### src/rtl/intersection_ctrl.sv
// ---------------------------------------------------------------------------
// intersection_ctrl
//   Two-approach (NS/EW) intersection sequencer. The NS green is actuated:
//   it holds between a minimum and maximum time and is cut short once EW
//   demand or a pending pedestrian request exists. Pedestrian requests are
//   latched and served in an extended all-red walk phase.
//
//   Optional feature: define EMERG_PREEMPT_EN to add the emerg input and the
//   PRE (emergency all-red hold) state. Without it PRE is unreachable.
//
// Ports
//   clk       in   clock
//   reset     in   asynchronous active-high reset
//   ped_req   in   pedestrian request (level or pulse, sampled every clk)
//   ew_car    in   EW vehicle detector (level)
//   emerg     in   emergency preempt (level, EMERG_PREEMPT_EN only)
//   ns_light  out  NS head {red,yellow,green}
//   ew_light  out  EW head {red,yellow,green}
//   ped_walk  out  walk indication
//   phase     out  current state code
// ---------------------------------------------------------------------------
module intersection_ctrl #(
   parameter int TW         = 8,
   parameter int RED_CLR_T  = 2,
   parameter int NS_MIN_T   = 10,
   parameter int NS_MAX_T   = 30,
   parameter int EW_GREEN_T = 10,
   parameter int YELLOW_T   = 5,
   parameter int WALK_T     = 8
) (
   input  logic       clk,
   input  logic       reset,
   input  logic       ped_req,
   input  logic       ew_car,
`ifdef EMERG_PREEMPT_EN
   input  logic       emerg,
`endif
   output logic [2:0] ns_light,
   output logic [2:0] ew_light,
   output logic       ped_walk,
   output logic [2:0] phase
);

   typedef enum logic [2:0] {
      ARA = 3'd0, NSG = 3'd1, NSY = 3'd2, ARB = 3'd3,
      EWG = 3'd4, EWY = 3'd5, PRE = 3'd6
   } state_t;

   // Terminal counts: a state of duration D exits when cnt == D-1.
   localparam logic [TW-1:0] RED_END    = TW'(RED_CLR_T - 1);
   localparam logic [TW-1:0] WALK_END   = TW'(WALK_T - 1);
   localparam logic [TW-1:0] NS_MIN_END = TW'(NS_MIN_T - 1);
   localparam logic [TW-1:0] NS_MAX_END = TW'(NS_MAX_T - 1);
   localparam logic [TW-1:0] EWG_END    = TW'(EW_GREEN_T - 1);
   localparam logic [TW-1:0] YEL_END    = TW'(YELLOW_T - 1);

   localparam logic [2:0] L_RED = 3'b100;
   localparam logic [2:0] L_YEL = 3'b010;
   localparam logic [2:0] L_GRN = 3'b001;

   state_t          state_q, state_d;
   logic [TW-1:0]   cnt_q;
   logic [TW-1:0]   clr_end_s;
   logic            walk_q, walk_d;
   logic            ped_pend_q, ped_pend_d;
   logic            preempt_q, preempt_d;
   logic            emerg_s;
   logic [2:0]      ns_light_q, ew_light_q;

`ifdef EMERG_PREEMPT_EN
   assign emerg_s = emerg;
`else
   assign emerg_s = 1'b0;
`endif

   // Head decode {ns,ew}; anything other than a green/yellow state is all-red,
   // so two greens can never be shown together.
   function automatic logic [5:0] light_decode(input state_t s);
      case (s)
         NSG:     light_decode = {L_GRN, L_RED};
         NSY:     light_decode = {L_YEL, L_RED};
         EWG:     light_decode = {L_RED, L_GRN};
         EWY:     light_decode = {L_RED, L_YEL};
         default: light_decode = {L_RED, L_RED};
      endcase
   endfunction

   // Next-state, pedestrian latch, walk flag and preempt memory.
   always_comb begin
      state_d   = state_q;
      preempt_d = preempt_q;
      clr_end_s = walk_q ? WALK_END : RED_END;
      if (ped_req && !walk_q) begin
         ped_pend_d = 1'b1;
      end else begin
         ped_pend_d = ped_pend_q;
      end

      case (state_q)
         ARA: begin
            if (emerg_s) begin
               state_d    = PRE;
               ped_pend_d = ped_pend_d | walk_q;   // aborted walk is re-requested
            end else if (cnt_q == clr_end_s) begin
               state_d = NSG;
            end else begin
               state_d = ARA;
            end
         end
         NSG: begin
            if (emerg_s) begin
               state_d   = NSY;
               preempt_d = 1'b1;
            end else if ((cnt_q == NS_MAX_END) ||
                         ((cnt_q >= NS_MIN_END) && (ew_car || ped_pend_q))) begin
               state_d = NSY;
            end else begin
               state_d = NSG;
            end
         end
         NSY: begin
            preempt_d = preempt_q | emerg_s;
            if (cnt_q == YEL_END) begin
               state_d = (preempt_q || emerg_s) ? PRE : ARB;
            end else begin
               state_d = NSY;
            end
         end
         ARB: begin
            if (emerg_s) begin
               state_d    = PRE;
               ped_pend_d = ped_pend_d | walk_q;
            end else if (cnt_q == clr_end_s) begin
               state_d = EWG;
            end else begin
               state_d = ARB;
            end
         end
         EWG: begin
            if (emerg_s) begin
               state_d   = EWY;
               preempt_d = 1'b1;
            end else if (cnt_q == EWG_END) begin
               state_d = EWY;
            end else begin
               state_d = EWG;
            end
         end
         EWY: begin
            preempt_d = preempt_q | emerg_s;
            if (cnt_q == YEL_END) begin
               state_d = (preempt_q || emerg_s) ? PRE : ARA;
            end else begin
               state_d = EWY;
            end
         end
`ifdef EMERG_PREEMPT_EN
         PRE: begin
            if (emerg_s) begin
               state_d = PRE;
            end else begin
               state_d = ARA;
            end
         end
`endif
         default: state_d = ARA;   // illegal code recovers to all-red
      endcase

      // Entering an all-red phase with a pending request turns it into a walk.
      if (state_d != state_q) begin
         if ((state_d == ARA) || (state_d == ARB)) begin
            walk_d     = ped_pend_d;
            ped_pend_d = 1'b0;
         end else begin
            walk_d = 1'b0;
         end
      end else begin
         walk_d = walk_q;
      end

      if (state_d == PRE) begin
         preempt_d = 1'b0;
      end else begin
         preempt_d = preempt_d;
      end
   end

   // State, elapsed counter and registered head outputs.
   always_ff @(posedge clk or posedge reset) begin
      if (reset) begin
         state_q    <= ARA;
         cnt_q      <= '0;
         walk_q     <= 1'b0;
         ped_pend_q <= 1'b0;
         preempt_q  <= 1'b0;
         ns_light_q <= L_RED;
         ew_light_q <= L_RED;
      end else begin
         state_q    <= state_d;
         cnt_q      <= (state_d != state_q) ? '0 : cnt_q + TW'(1);
         walk_q     <= walk_d;
         ped_pend_q <= ped_pend_d;
         preempt_q  <= preempt_d;
         {ns_light_q, ew_light_q} <= light_decode(state_d);
      end
   end

   assign ns_light = ns_light_q;
   assign ew_light = ew_light_q;
   assign ped_walk = walk_q;
   assign phase    = state_q;

endmodule

### config.mk
export PLATFORM = sky130hd
export DESIGN_NAME = intersection_ctrl
export DESIGN_NICKNAME = d
export VERILOG_FILES = /design/src/rtl/intersection_ctrl.sv
export SDC_FILE = /design/constraint.sdc
export NUM_CORES = 1
export LEC_CHECK = 0
export ABC_AREA = 1
export BUFFER_PORTS_ARGS = -buffer_cell sky130_fd_sc_hd__buf_4
export CAP_MARGIN = 20
export CELL_PAD_IN_SITES_DETAIL_PLACEMENT = 1
export CELL_PAD_IN_SITES_GLOBAL_PLACEMENT = 1
export CORE_MARGIN = 8
export CORE_UTILIZATION = 42
export DETAILED_ROUTE_END_ITERATION = 10
export PLACE_DENSITY = 0.84
export SYNTH_ARGS = -nofsm -noshare
export SYNTH_HDL_FRONTEND = slang
export SYNTH_SLANG_ARGS = --single-unit
### constraint.sdc
create_clock -name clk -period 2.3 [get_ports clk]
set_clock_uncertainty 0.2 [all_clocks]
set_input_delay 0 -clock clk [delete_from_list [all_inputs] [get_ports clk]]
set_output_delay 0 -clock clk [all_outputs]
set_load 0.03 [all_outputs]
# Word-level counts from Yosys, hierarchy flattened
# Index checks and enable logic that the tools add are counted.
# W data, S select, Z words.
# op_classes
addsub,1
n_reduce_logical,8
n_mux,14
order_cmp,1
n_eq_ne,15
# ops
op,n
$pmux W6 S4,1
$pmux W3 S6,1
$eq A3 B2 Y1 const B,4
$eq A3 B3 Y1 const B,4
$mux W3,3
$add A8 B1 Y8 const B,1
$eq A8 B3 Y1,1
$eq A8 B3 Y1 const B,1
$eq A8 B4 Y1 const B,1
$eq A8 B5 Y1 const B,1
$ge A8 B4 Y1 const B,1
$mux W8,1
$mux W1,7
$eq A3 B1 Y1 const B,2
$logic_not A3 Y1,2
$logic_or A1 B1 Y1,3
$ne A3 B3 Y1,1
$logic_and A1 B1 Y1,2
$mux W2,1
$logic_not A1 Y1,1
# word_totals
regBits,19
inputBits,4
output_inout_bits,10
elab_cells,45

# Depth between registers and ports, before layout
# Gate-level depths: netlist of the first run.
# logic_depth
ltp_word,9
depth_mapped,13
mapped_depth_nobuf,13

# Worst setup path after synthesis of the first run
# No wires, ideal clock.
# synth_path
path_kind,register to register
startpoint,register state_q[1] (netlist: phase[1])
endpoint,register walk_q (netlist: ped_walk)
setup_slack_ns,0.455
stages_incl_launch_ff,10
required_time_ns,1.982
arrival_ns,1.527
n_path_buf,0
setup_time_ns,0.118
synth_period_minus_slack_ns,1.845
cell_sequence,dfrtp_1 inv_1 nor3_2 nand2_2 nand2_2 clkinv_2 nand2_2 nand3_4 nand3_2 nand2_1
# synth_between
elab_chain_len,5
word_cells_on_any_way,12
classes_between,eq/ne: 7; mux: 2; reduce/logical: 3
# synth_lines
element,line,text
start: declaration,61,"state_t state_q, state_d;"
start signal: assignment,199,state_q <= state_d;
"$eq A3 B3 Y1, or another cell as far along",99,case (state_q)
$pmux W3 S6,99,
$eq A3 B2 Y1 or $logic_not A3 Y1 (tied branches),171,if ((state_d == ARA) || (state_d == ARB)) begin
$logic_or A1 B1 Y1,171,
$mux W1,171,
end signal: assignment,201,walk_q <= walk_d;
end: declaration,64,"logic walk_q, walk_d;"
# Parallel ways exist; a longest one is shown, timed or not.
# A chain may end at the register's enable or synchronous reset.

# Worst setup path in the final report of the first run
# layout_path
startpoint,register cnt_q[1]
endpoint,register walk_q (netlist: ped_walk)
# layout_between
elab_chain_len,8
word_cells_on_any_way,19
classes_between,order compare: 1; eq/ne: 6; mux: 8; reduce/logical: 4
# layout_lines
element,line,text
start: declaration,62,logic [TW-1:0] cnt_q;
start signal: assignment,200,cnt_q <= (state_d != state_q) ? '0 : cnt_q + TW'(1);
$ge A8 B4 Y1,115,((cnt_q >= NS_MIN_END) && (ew_car || ped_pend_q))) begin
$logic_and A1 B1 Y1,115,
$logic_or A1 B1 Y1,114,end else if ((cnt_q == NS_MAX_END) ||
$mux W2,114,
$pmux W3 S6 *,99,
$eq A3 B2 Y1 or $logic_not A3 Y1 (tied branches),171,
$logic_or A1 B1 Y1,171,
$mux W1,171,
# Every way passes the cells marked *; elsewhere a longest branch is shown, timed or not.

==> reports/results.ini, run 1 <==
[clocking]
clk_pin_slew_ns = 0.11
cts_buffer_depth = 2
ctsRootBufferMaster = clkbuf_4
htreeDepth = 1
post_cts_buffers = 0
cts_resized = 0
cts_tree = built
cts_sinks = 19
clock_latency_ns = 0.30
cts_buffers = 3

[placement]
gp_congestion = 0.9183
dp_hpwl_um = 2289
postPlaceCellArea_um2 = 1287
placedCellCount = 184
io_buffers = 13
dp_slack_ns = 0.2577

[synth]
ys_seq_elements = 19
ys_async_sr_fraction_pct = 100.0
ys_top_cells_by_area = dfrtp_1, inv_1, nand2_1
synth_edf_count = 0
synth_top_family_by_area = simple AND/OR/NAND/NOR gates
yosys.area_share.simple_pct = 40.04
ys.flop_type = dfrtp_1
synth_top_area_cell = dfrtp_1
ys_seq_area_share_pct = 41.79
synth-xor-area-share_pct = 1.532
syn-instance-count = 139
postSynthAreaPerCell_um2 = 8.227
synth_fa_ha_area_share_pct = 3.282
synth_area_um2 = 1144
synth_warnings = 0
synth_common_cells = inv_1, nand2_1, dfrtp_1
synth_top_area_share_pct = 37.20
synth_fp_nets = 146
post-synth-top-count-cell = inv_1
synth_compound_area_share_pct = 4.705
muxShareOfSynthArea_pct = 0
synth_cell_types = 25

[layout]
final_cell_count_no_fill = 191
diodes = 0
fill_cells = 343
finalNetCount = 168
final_area_um2 = 1344
fin_util_pct = 50.47
multi_input_comb_area_um2 = 566.8
regArea_um2 = 478.0
drive_above_1_share_pct = 32.50
area_growth_pct = 17.51

[worst_setup_path]
cp_max_fo = 10
worstPathRequired_ns = 2.34
cp.arrival_ns = 2.15
slowest_delay_ns = 0.43
startpoint_type = register
crit_chain = inv_1 -> ha_1 -> nand3_1 -> o21bai_1 -> nand3_1 -> nor2_1 -> nand3_2 -> nand3_4 -> nand3_2 -> nand2_1
cp_slowest_cell = dfrtp_1
worstSetupEndpointType = register
critPathKind = register to register

[grt]
antenna_found_initial = 0
grt_max_degree = 20
grt_overflow = 0
grt_pass1_vias = 1086
grt.total_usage_pct = 14.46
grt_pass1_wl_um = 5002

[timing]
period_needed_ns = 2.114
finalCritPeriodShare_pct = 91.91
setup_viol = 0
maxSlewHeadroom_pct = 51.84
whs_ns = 0.1770
setup_ws_ns = 0.1861
tightest_slew_ns = 0.7216
slew_viol_final = 0
final_hold_viol_count = 0
rsz0062_at_grt = no
max_clock_freq_mhz = 473.1
fin_setup_tns_ns = 0

[detailed_routing]
routed_wl_um = 2891
drtAntennaViolNets = 0
num_vias = 994
drc_errors = 0
firstDrtPassIters = 4
drt_iter0_markers = 26
post_drt_via_cell_ratio = 5.204
drt-wirelength-per-cell_um = 15.14

[min_path]
holdCritPathClass = input pin to async pin

[pwr]
finalPower_mw = 1.922
power.leakage_nw = 0.6949
power.density_nw_per_um2 = 1430
peakVddDrop_mv = 1.244

[flow_run]
cap_violations = 0

[floorplan]
core_um2 = 2663
die_y_um = 68.18
die_area_um2 = 4649
row_count = 19
start_util_pct = 42.95
io_pins = 14
die_w_um = 68.18

[outcome]
status = finished, final reports clean

-- layout make-up --
class / instances / share of cell area (%)
clock buffer: 4 / 1.955
inverter: 26 / 7.356
multi-input combinational: 94 / 42.18
sequential: 19 / 35.57
tap: 31 / 2.886
timing repair buffer: 17 / 10.06
-- power by group --
part	internal (mW)	switching (mW)
logic	0.387	0.804
clock network	0.0677	0.103
registers	0.458	0.101
-- worst max-delay path, delay by kind of cell (launching register included) --
kind | cells | cell delay (ns)
compound gates | 1 | 0.26
simple gates | 7 | 0.83
fa+ha+maj | 1 | 0.19
buf+inv | 1 | 0.14
flops | 1 | 0.43
-- per-layer routing --
| layer | vias up | part of all wire (%) | track usage (%) |
|---|---|---|---|
| met5 | - | 0 | 0 |
| met4 | 0 | 1.5 | 5.882 |
| met3 | 5 | 3.4 | 3.110 |
| met2 | 14 | 51 | 24.85 |
| met1 | 496 | 44 | 17.11 |
| li1 | 479 | - | - |
-- kinds of logic after synthesis --
group,count (synthesis)
AND/OR/NAND/NOR,81
buffers and inverters,26
flip-flops,19
AO/OA/AOI/OAI,8
adder cells (fa/ha/maj),3
XOR/XNOR,2
-- flip-flops by register name, summed over array words and instances (netlist names) --
signal,flops
ew_light,3
ped_walk,1
cnt_q,8
phase,3
ped_pend_q,1
ns_light,3
-- cell usage in the layout (no fill, tap or decap), types with 2 or more instances in the layout --
| cell | synthesis | final |
|---|---|---|
| a21oi_1 | 3 | 3 |
| clkbuf_4 | 0 | 3 |
| a21oi_2 | 3 | 3 |
| nor2_1 | 15 | 15 |
| inv_1 | 23 | 23 |
| nor3_2 | 5 | 5 |
| buf_4 | 0 | 14 |
| inv_2 | 2 | 2 |
| dlygate4sd3_1 | 0 | 3 |
| ha_1 | 3 | 3 |
| nand3_1 | 9 | 9 |
| xor2_1 | 2 | 2 |
| nand2_1 | 22 | 22 |
| nor2_2 | 4 | 4 |
| nor2_4 | 2 | 2 |
| nand2_2 | 9 | 9 |
| dfstp_2 | 2 | 2 |
| nand3_2 | 5 | 5 |
| dfrtp_1 | 17 | 17 |
| nor3_1 | 4 | 4 |
| nand4_1 | 2 | 2 |
-- worst paths after layout --
path	startpoint	slack, ns	endpoint	cells past startpoint
max	cnt_q[1]	0.19	ped_walk	10
min	reset	0.18	ns_light[1]	3
max reg2reg	cnt_q[1]	0.19	ped_walk	10
max in group asynchronous	reset	1.26	phase[1]	3
min reg2reg	cnt_q[0]	0.34	cnt_q[0]	1
min in group clk	cnt_q[0]	0.34	cnt_q[0]	1
-- timing repair --
action	in CTS	in global routing
endpoints found under the hold margin	20	0
hold buffers	3	0
endpoints found under the setup margin	0	0
(Power assumes the default switching activity.)
==> inputs of run 2 (changes only) <==
--- a/config.mk
+++ b/config.mk
@@ -13,6 +13,7 @@
 export CORE_MARGIN = 8
 export CORE_UTILIZATION = 42
 export DETAILED_ROUTE_END_ITERATION = 10
+export GPL_TIMING_DRIVEN = 0
 export PLACE_DENSITY = 0.84
 export SYNTH_ARGS = -nofsm -noshare
 export SYNTH_HDL_FRONTEND = slang
==> run 2 against run 1 <==
Against the previous run:
- clock-buffer cell count did not move
- sequential cell count unchanged
- core utilization about the same
- critical endpoint unchanged
- via count decreased by 3.4%
- highest routed layer unchanged
- clock power barely moved
- register-to-register slack about the same
- sequential share of layout area hardly changed
- critical path depth is the same
- hold slack got worse by 0.014 ns
- sequential power shrank 1%
==> reports/results.ini, run 2 (synthesis results as in run 1) <==
[clocking]
cts_tree = built
clock_latency_ns = 0.30  ; about the same
cts_buffers = 3  ; unchanged
clk_pin_slew_ns = 0.12  ; about the same
ctsRootBufferMaster = clkbuf_4
cts_buffer_depth = 2  ; unchanged
post_cts_buffers = 0  ; unchanged
htreeDepth = 1  ; unchanged
cts_sinks = 19  ; unchanged

[timing]
maxSlewHeadroom_pct = 51.04  ; -0.80 points
setup_ws_ns = 0.1974  ; +0.01127 ns
final_hold_viol_count = 0  ; unchanged
setup_viol = 0  ; unchanged
tightest_slew_ns = 0.7335  ; +0.01196 ns
max_clock_freq_mhz = 475.6  ; +0.54%
slew_viol_final = 0  ; unchanged
period_needed_ns = 2.103  ; -0.01127 ns
finalCritPeriodShare_pct = 91.42  ; -0.49 points

[worst_setup_path]
slowest_delay_ns = 0.41  ; -0.02 ns
crit_chain = inv_1 -> ha_1 -> nand3_1 -> o21bai_2 -> nand3_1 -> nor2_1 -> nand3_2 -> nand3_4 -> nand3_2 -> nand2_1
r2r_cells = 10  ; unchanged
path_depth = 10  ; unchanged
cp_max_fo = 10  ; unchanged
worstPathRequired_ns = 2.34  ; about the same
cp.arrival_ns = 2.14  ; about the same
cp_slowest_cell = dfrtp_1
startpoint_type = register
worstSetupEndpointType = register
critPathKind = register to register
crit_family = simple AND/OR/NAND/NOR gates
cp_num_buf_inv = 1  ; unchanged

[layout]
drive_above_1_share_pct = 33.33  ; +0.83 points
diodes = 0  ; unchanged
layout_commonest_cell = inv_1
fill_cells = 328  ; -4.4%
finalNetCount = 167  ; -0.60%
regMostFlops = cnt_q
final_cell_mix = inv_1, nand2_1, dfrtp_1, nor2_1, buf_4
largest_reg_flops = 8  ; unchanged
area_growth_pct = 17.40  ; about the same

[min_path]
holdCritPathClass = input pin to async pin

[detailed_routing]
routed_wl_um = 2742  ; -5.2%
firstDrtPassIters = 4  ; unchanged
drtAntennaViolNets = 0  ; unchanged
post_drt_via_cell_ratio = 5.053  ; -2.9%
drt-wirelength-per-cell_um = 14.43  ; -4.7%
drc_errors = 0  ; unchanged
drt_iter0_markers = 21  ; -19%
num_vias = 960  ; -3.4%

[placement]
gp_congestion = 0.8518  ; -7.2%
dp_hpwl_um = 2157  ; -5.8%
io_buffers = 13  ; unchanged
dp_slack_ns = 0.1879  ; -0.06980 ns

[floorplan]
die_area_um2 = 4649  ; unchanged
io_pins = 14  ; unchanged
start_util_pct = 42.95  ; unchanged
row_count = 19  ; unchanged
die_w_um = 68.18  ; unchanged
die_y_um = 68.18  ; unchanged
core_um2 = 2663  ; unchanged

[grt]
grt_pass1_wl_um = 4823  ; -3.6%
grt_pass1_vias = 1085  ; -0.092%
grt_overflow = 0  ; unchanged
grt_max_degree = 20  ; unchanged
antenna_found_initial = 0  ; unchanged
grt.total_usage_pct = 13.87  ; -0.59 points

[pwr]
power.leakage_nw = 0.6918  ; -0.45%
peakVddDrop_mv = 0.8773  ; -29%
power.density_nw_per_um2 = 1410  ; -1.4%
finalPower_mw = 1.893  ; -1.5%

[outcome]
status = finished, final reports clean

[flow_run]
cap_violations = 0  ; unchanged

## run 2: changes by cell type in the layout (fill, tap and decap cells not counted), sizes merged
cell	delta
buf	-1
## run 2: final timing paths
kind	start	to	slack, ns
max	cnt_q[1]	ped_walk	0.20
min	reset	ped_pend_q	0.16
max reg2reg	cnt_q[1]	ped_walk	0.20
min reg2reg	cnt_q[0]	cnt_q[0]	0.33
max in group asynchronous	reset	cnt_q[4]	1.27
min in group clk	ped_req	ped_pend_q	0.32
## run 2: layout make-up
| class | instances | area [um^2] | area share, % |
|---|---|---|---|
| Clock buffer | 4 | 26.28 | 1.957 |
| Inverter | 26 | 98.84 | 7.363 |
| Multi-Input combinational cell | 94 | 573.1 | 42.68 |
| Sequential cell | 19 | 478.0 | 35.60 |
| Tap cell | 31 | 38.79 | 2.889 |
| Timing Repair Buffer | 16 | 127.6 | 9.506 |
## run 2: worst register-to-register path, stage by stage, from the launching register on
cell,delay (ns)
dfrtp_1,0.41
inv_1,0.13
ha_1,0.18
nand3_1,0.15
o21bai_2,0.22
nand3_1,0.10
nor2_1,0.18
nand3_2,0.13
nand3_4,0.20
nand3_2,0.09
nand2_1,0.07
## run 2: report_power, final
| part | switching, mW | leakage, nW | internal (mW) | total, mW |
|---|---|---|---|---|
| sequential | 0.0948 | 0.245 | 0.458 | 0.553 |
| clock | 0.106 | 0.0150 | 0.0676 | 0.173 |
| combinational | 0.787 | 0.432 | 0.379 | 1.17 |
## run 2: metal layers
metal	track usage [%]	vias up	routed length, um
met5	0	-	0
met4	5.371	0	43
met3	3.601	5	98
met2	24.50	10	1404
met1	15.58	471	1196
li1	-	474	-
## run 2: repair_timing
action / 4_1_cts / 5_1_grt
endpoints found under the hold margin: 20 / 0
hold buffers: 3 / 0
endpoints found under the setup margin: 0 / 2
resized for setup: 0 / 2
## run 2: stage by stage
step / std cells / setup TNS [ns] / hold slack [ns] / utilization (%) / area [um^2]
5_1_grt: 190 / -0.02649 / 0.2677 / 50.42 / 1343
3_5_place_dp: 183 / 0 / -0.01827 / 48.07 / 1280
3_3_place_gp: 183 / 0 / -0.05119 / 48.07 / 1280
6_report: 190 / 0 / 0.1631 / 50.42 / 1343
4_1_cts: 190 / 0 / 0.1970 / 50.19 / 1336
2_1_floorplan: 139 / 0 / -0.2504 / - / 1144
==> inputs of run 3 (changes only) <==
--- a/config.mk
+++ b/config.mk
@@ -15,6 +15,7 @@
 export DETAILED_ROUTE_END_ITERATION = 10
 export GPL_TIMING_DRIVEN = 0
 export PLACE_DENSITY = 0.84
+export SETUP_SLACK_MARGIN = 0.4
 export SYNTH_ARGS = -nofsm -noshare
 export SYNTH_HDL_FRONTEND = slang
 export SYNTH_SLANG_ARGS = --single-unit
==> run 3 against run 2 <==
Against the previous run:
- sequential share of layout area shrank 7.6 points
- die area unchanged
- register-to-register slack got worse by 0.02 ns
- critical endpoint unchanged
- largest power group unchanged
- clock-buffer cell count did not move
- critical path type unchanged
==> reports/results.ini, run 3 (synthesis results as in run 1) <==
[worst_setup_path]
cp.arrival_ns = 2.16  ; +0.02 ns
crit_family = simple AND/OR/NAND/NOR gates
crit_chain = inv_2 -> ha_4 -> nand2_1 -> nand2_1 -> nand3_2 -> nand2_4 -> nand2_4 -> a21oi_4 -> nand3_2 -> nand2_2 -> nand3_2 -> nand2_1
slowest_delay_ns = 0.46  ; +0.05 ns
startpoint_type = register
worstReg2RegStart = cnt_q[0]
worstSetupEndpointType = register
critPathKind = register to register
cp_max_fo = 4  ; -6
crit_start = cnt_q[0]
worstPathRequired_ns = 2.34  ; about the same
cp_slowest_cell = dfrtp_1
cp_num_buf_inv = 1  ; unchanged

[floorplan]
io_pins = 14  ; unchanged
start_util_pct = 42.95  ; unchanged
die_y_um = 68.18  ; unchanged
row_count = 19  ; unchanged
die_area_um2 = 4649  ; unchanged
die_w_um = 68.18  ; unchanged
core_um2 = 2663  ; unchanged

[layout]
fill_cells = 309  ; -5.8%
area_growth_pct = 50.22
regMostFlops = cnt_q
final_cell_mix = buf_4, inv_1, nand2_1, dfrtp_1, nor2_1
finalNetCount = 187  ; +12%
largest_reg_flops = 8  ; unchanged
drive_above_1_share_pct = 57.54  ; +24 points
multi_input_comb_area_um2 = 765.7  ; +34%
layout_commonest_cell = buf_4
diodes = 0  ; unchanged
regArea_um2 = 480.5  ; +0.52%

[grt]
grt_use_met2_pct = 33.88  ; +9.4 points
grt_most_used_layer = met2
use_met1_pct = 18.81  ; +3.2 points
grt_pass1_wl_um = 6161  ; +28%
grt.total_usage_pct = 18.15  ; +4.3 points
met3_usage_pct = 3.601  ; unchanged
grt_pass1_vias = 1264  ; +16%
grt_max_degree = 20  ; unchanged
grt_overflow = 0  ; unchanged
antenna_found_initial = 0  ; unchanged

[timing]
max_clock_freq_mhz = 472.0  ; -0.75%
finalCritPeriodShare_pct = 92.11  ; +0.69 points
final_hold_viol_count = 0  ; unchanged
tightest_slew_ns = 0.7656  ; +0.03205 ns
fin_setup_tns_ns = 0  ; unchanged
period_needed_ns = 2.119  ; +0.01593 ns
maxSlewHeadroom_pct = 48.90  ; -2.1 points
setup_viol = 0  ; unchanged
slew_viol_final = 0  ; unchanged
rsz0062_at_grt = yes

[detailed_routing]
drt-wirelength-per-cell_um = 23.55  ; +63%
routed_wl_um = 4946  ; +80%
num_vias = 1219  ; +27%
firstDrtPassIters = 4  ; unchanged
drt_iter0_markers = 60  ; +190%
drc_errors = 0  ; unchanged
post_drt_via_cell_ratio = 5.805  ; +15%
drtAntennaViolNets = 0  ; unchanged

[pwr]
power.density_nw_per_um2 = 1493  ; +5.9%
finalPower_mw = 2.565  ; +36%
power.leakage_nw = 0.8550  ; +24%
peakVddDrop_mv = 1.174  ; +34%

[clocking]
cts_tree = built
cts_buffer_depth = 2  ; unchanged
clk_pin_slew_ns = 0.13  ; about the same
cts_sinks = 19  ; unchanged
htreeDepth = 1  ; unchanged
clock_latency_ns = 0.32  ; +0.02 ns
ctsRootBufferMaster = clkbuf_4
cts_buffers = 3  ; unchanged

[placement]
gp_congestion = 0.8518  ; unchanged
io_buffers = 13  ; unchanged
dp_hpwl_um = 2157  ; unchanged

[outcome]
status = finished, final reports clean

[min_path]
holdCritPathClass = input pin to async pin

[flow_run]
cap_violations = 0  ; unchanged

[run 3: metal layers]
| layer | vias up | wire (um) | share of wire [%] |
|---|---|---|---|
| met5 | - | 0 | 0 |
| met4 | 0 | 270 | 5.5 |
| met3 | 33 | 232 | 4.7 |
| met2 | 56 | 2670 | 54 |
| met1 | 610 | 1772 | 36 |
| li1 | 520 | - | - |
[run 3: worst paths after layout]
check,end,slack [ns],cells past startpoint
max reg2reg,ped_walk,0.18,12
max,ped_walk,0.18,12
min reg2reg,ped_pend_q,0.38,2
max in group asynchronous,cnt_q[2],1.17,3
min,ped_pend_q,0.19,3
min in group clk,ped_pend_q,0.34,4
[run 3: where the power goes]
part | internal (mW) | switching [mW] | leakage, nW
Combinational | 0.631 | 1.17 | 0.597
Clock | 0.0678 | 0.115 | 0.0150
Sequential | 0.461 | 0.124 | 0.243
Total | 1.16 | 1.40 | 0.855
[run 3: layout make-up]
class                      count  area share, %
sequential                    19          27.97
tap                           31          2.258
timing repair buffer          35          17.33
clock buffer                   4          1.529
multi-input combinational     95          44.57
inverter                      26          6.336
[run 3: timing repair]
item | in CTS | in global routing
pin swaps | 13 | 16
endpoints found under the hold margin | 20 | 0
setup buffers | 15 | 4
gates resized for setup | 21 | 38
cloned | 1 | 0
hold buffers | 3 | 0
endpoints found under the setup margin | 12 | 14
[run 3: worst reg2reg max path, delay by kind of cell, from the launching register on]
kind            cells  cell delay, ns
fa+ha+maj           1            0.17
simple gates        9            0.89
buf+inv             1            0.13
compound gates      1            0.24
flops               1            0.46
[run 3: per-stage QoR]
stage / util, % / setup slack, ns / area (um^2) / cells / hold WS [ns]
3_5_place_dp: 48.07 / 0.1879 / 1280 / 183 / -0.01827
4_1_cts: 58.18 / 0.4067 / 1549 / 206 / 0.1969
2_1_floorplan: - / 0.4548 / 1144 / 139 / -0.2504
6_report: 64.52 / 0.1814 / 1718 / 210 / 0.1889
5_1_grt: 64.52 / 0.1172 / 1718 / 210 / 0.2782
3_3_place_gp: 48.07 / 0.3015 / 1280 / 183 / -0.05119
